`src/rtl/fetch_unit.sv`:
```
// RV32 instruction fetch stage: holds the PC, fetches one word at a time over a
// request/response handshake and computes the next PC when the held instruction retires.
module fetch_unit #(
    parameter logic [31:0] RESET_PC = 32'h0000_0000
) (
    input  logic        clk,
    input  logic        rst_n,
    output logic        imem_req,
    output logic [31:0] imem_addr,
    input  logic        imem_rvalid,
    input  logic [31:0] imem_rdata,
    output logic [31:0] instr,
    output logic        instr_valid,
    output logic [31:0] pc_out,
    output logic [31:0] pc_plus4,
    input  logic        retire,
    input  logic        br_taken,
    input  logic        jal,
    input  logic        jalr,
    input  logic [31:0] imm,
    input  logic [31:0] rs1_val,
    output logic        fetch_fault
);

    typedef enum logic [1:0] {
        StIdle  = 2'd0,
        StFetch = 2'd1,
        StHold  = 2'd2,
        StFault = 2'd3
    } state_e;

    localparam logic [31:0] NOP = 32'h0000_0013;

    state_e      state_d, state_q;
    logic [31:0] pc_d, pc_q;
    logic [31:0] instr_d, instr_q;
    logic        valid_d, valid_q;
    logic        fault_d, fault_q;
    logic [31:0] next_pc;

    // Redirect priority: jalr > jal > br_taken > sequential.
    always_comb begin
        if (jalr) begin
            next_pc = (rs1_val + imm) & 32'hFFFF_FFFE;
        end else if (jal || br_taken) begin
            next_pc = pc_q + imm;
        end else begin
            next_pc = pc_q + 32'd4;
        end
    end

    always_comb begin
        state_d = state_q;
        pc_d    = pc_q;
        instr_d = instr_q;
        valid_d = valid_q;
        fault_d = fault_q;
        unique case (state_q)
            StIdle: begin
                state_d = StFetch;
            end
            StFetch: begin
                if (imem_rvalid) begin
                    instr_d = imem_rdata;
                    valid_d = 1'b1;
                    state_d = StHold;
                end
            end
            StHold: begin
                if (retire) begin
                    valid_d = 1'b0;
                    if (next_pc[1:0] == 2'b00) begin
                        pc_d    = next_pc;
                        state_d = StFetch;
                    end else begin
                        fault_d = 1'b1;
                        state_d = StFault;
                    end
                end
            end
            StFault: begin
                state_d = StFault;
            end
            default: begin
                state_d = StIdle;
            end
        endcase
    end

    always_ff @(posedge clk) begin
        if (!rst_n) begin
            state_q <= StIdle;
            pc_q    <= RESET_PC;
            instr_q <= NOP;
            valid_q <= 1'b0;
            fault_q <= 1'b0;
        end else begin
            state_q <= state_d;
            pc_q    <= pc_d;
            instr_q <= instr_d;
            valid_q <= valid_d;
            fault_q <= fault_d;
        end
    end

    assign imem_req    = (state_q == StFetch);
    assign imem_addr   = pc_q;
    assign instr       = instr_q;
    assign instr_valid = valid_q;
    assign pc_out      = pc_q;
    assign pc_plus4    = pc_q + 32'd4;
    assign fetch_fault = fault_q;

endmodule

```
`config.mk`:
```
export PLATFORM = sky130hd
export DESIGN_NAME = fetch_unit
export DESIGN_NICKNAME = d
export VERILOG_FILES = /design/src/rtl/fetch_unit.sv
export SDC_FILE = /design/constraint.sdc
export NUM_CORES = 1
export LEC_CHECK = 0
export ABC_AREA = 0
export CAP_MARGIN = 0
export CORE_ASPECT_RATIO = 1.4
export CORE_UTILIZATION = 43
export DETAILED_ROUTE_END_ITERATION = 6
export PLACE_DENSITY = 0.79
export SLEW_MARGIN = 5
export SYNTH_ARGS = -nofsm -noshare
export SYNTH_HDL_FRONTEND = slang
export SYNTH_SLANG_ARGS = --single-unit
```
`constraint.sdc`:
```
create_clock -name clk -period 2.6 [get_ports clk]
set_input_delay 0.39 -clock clk [delete_from_list [all_inputs] [get_ports clk]]
set_output_delay 0.39 -clock clk [all_outputs]
set_load 0.01 [all_outputs]
```
==> key figures <==
Outcome
  – Run status: finished with violations
  – Violated checks: negative setup slack

GRT
  – Overall routing resource usage: 35.1%
  – Number of global-route vias before repair: 9107
  – Largest net degree at the start of global routing: 42
  – First-pass GRT wire length: 44200 um
  – Gr ovfl total: 0
  – Initial antenna violation count: 1

Finish
  – Most common cell after layout, fill and taps aside: buf_4
  – Area Growth Syn to Fin: 83.8%
  – Total Nets Final: 1551
  – Layout cells sized above 1: 34.3%
  – Layout Cells excl Fill: 1586
  – Most frequent cells in the layout: 280 x buf_4, 175 x clkdlybuf4s50_1, 128 x nand2_1

Drt
  – Detailed Route Iter0 Violations: 806
  – DR DRC count: 0
  – Final antenna-violating net count: 0
  – First drt pass iteration count: 5
  – Final WL: 32700 um
  – Wire per inst: 20.6 um
  – Detail-routed via count per cell: 6.00
  – Via count: 9516

Placed design
  – Dpl ws: -817 ps
  – IO buf count: 233
  – DP Wirelength: 21900 um
  – Cell count after placement: 1542
  – RD Place Congestion: 0.990

CTS
  – CTS Buf Count: 9
  – Hold_buf cts: 0
  – Root Buffer: clkbuf_16
  – CTS tree: built
  – CTS clk-pin slew, worst paths: 60 ps
  – CTS Buffer Depth: 2
  – H-Tree Depth: 3
  – Worst-Skew Late Latency: 340 ps
  – # clock sinks: 68

Floorplan
  – # IOs: 234
  – Die H: 151 um
  – Starting Density: 43.8%
  – Core ar.: 15500 sq um
  – Die W: 108 um
  – Row count: 54
  – Die Area: 16300 sq um

Critical path
  – CP max stage delay: 510 ps
  – Buf/Inv on CP: 1
  – Levels on crit path: 11
  – Critical path required time: 2830 ps
  – WP data arrival: 3030 ps
  – Slowest CP cell: clkdlybuf4s50_1
  – Kind of critical path: input port to flip-flop
  – FF-to-FF path depth: 11
  – Max FO, Critical Path: 3
  – Worst setup EP type: flip-flop
  – Crit start category: input port
  – Worst path cell trace: clkdlybuf4s50_1, ha_4, nand2_1, o21ai_0, nor3_1, nand3_2, nand4_1, a21o_1, a311oi_2, mux2i_1, a21oi_1
  – CP delay by family, top: compound AO/OA/AOI/OAI gates

STA
  – Final Setup Violations: 6
  – Slew margin rel.: 63.0%
  – Slew Viols, Final: 0
  – Post-route minimum period: 2800 ps
  – Fin worst setup slack: -204 ps
  – Fin. Hold Viols: 0
  – Worst-Margin Slew: 554 ps
  – Max Freq: 357 MHz
  – RSZ-0062 raised after global routing: yes
  – Period utilization: 108%
  – Clk_skew: 6.66 ps

Power and ir drop
  – Tot Pwr: 0.00430 W
  – P per Cell Area: 344 nW/um^2
  – Leak pwr: 5.59 nW
  – Peak supply drop: 0.307 mV

Min path
  – Hold Path Class: flip-flop to flip-flop
  – Hold Path Depth: 2

Logic synthesis
  – Synth area leaders: dfxtp_1 20%, ha_1 11%, a21oi_1 8.7%, nand2_1 7.2%, xnor2_1 6.0%
  – Asr flop ratio synth: 0%
  – Post-synth EDFFs: 0
  – Predominant post-synthesis flop cell: dfxtp_1
  – Mean post-synth cell area: 7.38 sq um
  – Area leader, netlist: dfxtp_1
  – Yosys reg bits: 68
  – Ys Warns: 0
  – Synthesized cell area: 6810 sq um
  – Register area share after synthesis: 20.0%
  – Mapped Cells: 922
  – Syn Nets: 1089
  – Post-synth top area share: 20.0%
  – Library cells used by synthesis: 74

Run
  – Maxcap violations: 0
==> routing by layer <==
layer | routed length (um) | vias up | track usage (%) | share of wire (%)
met5 | 0 | - | 0 | 0
met4 | 3060 | 0 | 28.7 | 9.4
met3 | 2690 | 233 | 5.29 | 8.2
met2 | 16100 | 623 | 64.4 | 49
met1 | 10900 | 4387 | 34.5 | 33
li1 | - | 4273 | - | -
==> kinds of logic (layout without fill, tap and decap cells) <==
family,after synthesis,count (layout),share of synthesized area [%]
and+or+nand+nor,326,326,22.5
AOI/OAI and AO/OA,298,298,28.5
buffers and inverters,87,554,6.75
xor gates and xnor gates,73,73,9.40
DFF,68,68,20.0
adders and majority gates,64,64,12.0
muxes,6,6,0.883
other,0,1,0
==> final cells by class <==
type	count	area, sq um
clock inverters	7	98.8
diodes	1	2.50
clock buffers	9	225
fillers	940	3030
well taps	196	245
multi-input cells	767	5990
flip-flops and latches	68	1380
inverters	19	71.3
repair buffers	519	4490
==> through the flow <==
stage	hold WS, ps	util (%)	instance area, sq um	TNS (ps)
after global routing	472	80.5	12500	-1970
after detailed placement	447	70.7	11000	-17950
after global placement	441	70.7	11000	-16090
after CTS	455	76.3	11900	-867
after floorplan	476	-	6840	-11.8
final	453	80.5	12500	-448
==> what timing repair did <==
action | 4_1_cts | 5_1_grt
endpoints found under the setup margin | 53 | 45
pin swaps | 44 | 67
buffers inserted | 10 | 17
resized for setup | 138 | 134
==> final timing paths <==
check                           slack, ps             to         start
worst max-delay path                 -200  imem_addr[31]       imm[20]
worst min-delay path                  450      instr[30]     instr[30]
worst max register to register       -110  imem_addr[31]  imem_addr[3]
worst min register to register        450      instr[30]     instr[30]
==> flip-flops by register name (all words and copies together), names as in the netlist <==
name and flops:
instr 32, instr_valid 1, imem_addr 32, fetch_fault 1, state_q 2
==> synthesized netlist by cell type (3+ instances only) <==
cell,n
nand2_1,130
a21oi_1,118
dfxtp_1,68
nor2_1,63
ha_1,62
xnor2_1,47
o21ai_0,44
nand3_1,35
buf_4,34
clkbuf_1,29
a211oi_1,26
xor2_1,26
nor3_1,22
a21o_1,20
inv_1,18
nand4_1,15
and3_1,12
o21a_1,9
o21bai_1,9
o21ai_1,8
a31oi_1,7
and2_1,7
o31ai_1,7
and4_1,6
mux2i_1,6
nor4_1,6
o211ai_1,6
nor2b_1,5
o211a_1,5
or2_2,5
a311oi_1,4
buf_2,4
nand2b_1,4
nand3b_1,4
a32oi_1,3
==> tightest hold or removal path: stages, from the launching register on <==
cell and delay (ps):
dfxtp_1 310, nand2_1 50, a21oi_1 50
==> power breakdown <==
part	switching [W]	internal, W	total [W]	leakage, nW
sequential	0.0000366	0.00108	0.00112	0.559
clock	0.000532	0.000845	0.00138	0.156
combinational	0.000884	0.000921	0.00180	4.87
total	0.00145	0.00285	0.00430	5.59
No activity file was read; power rests on OpenSTA's default activity.
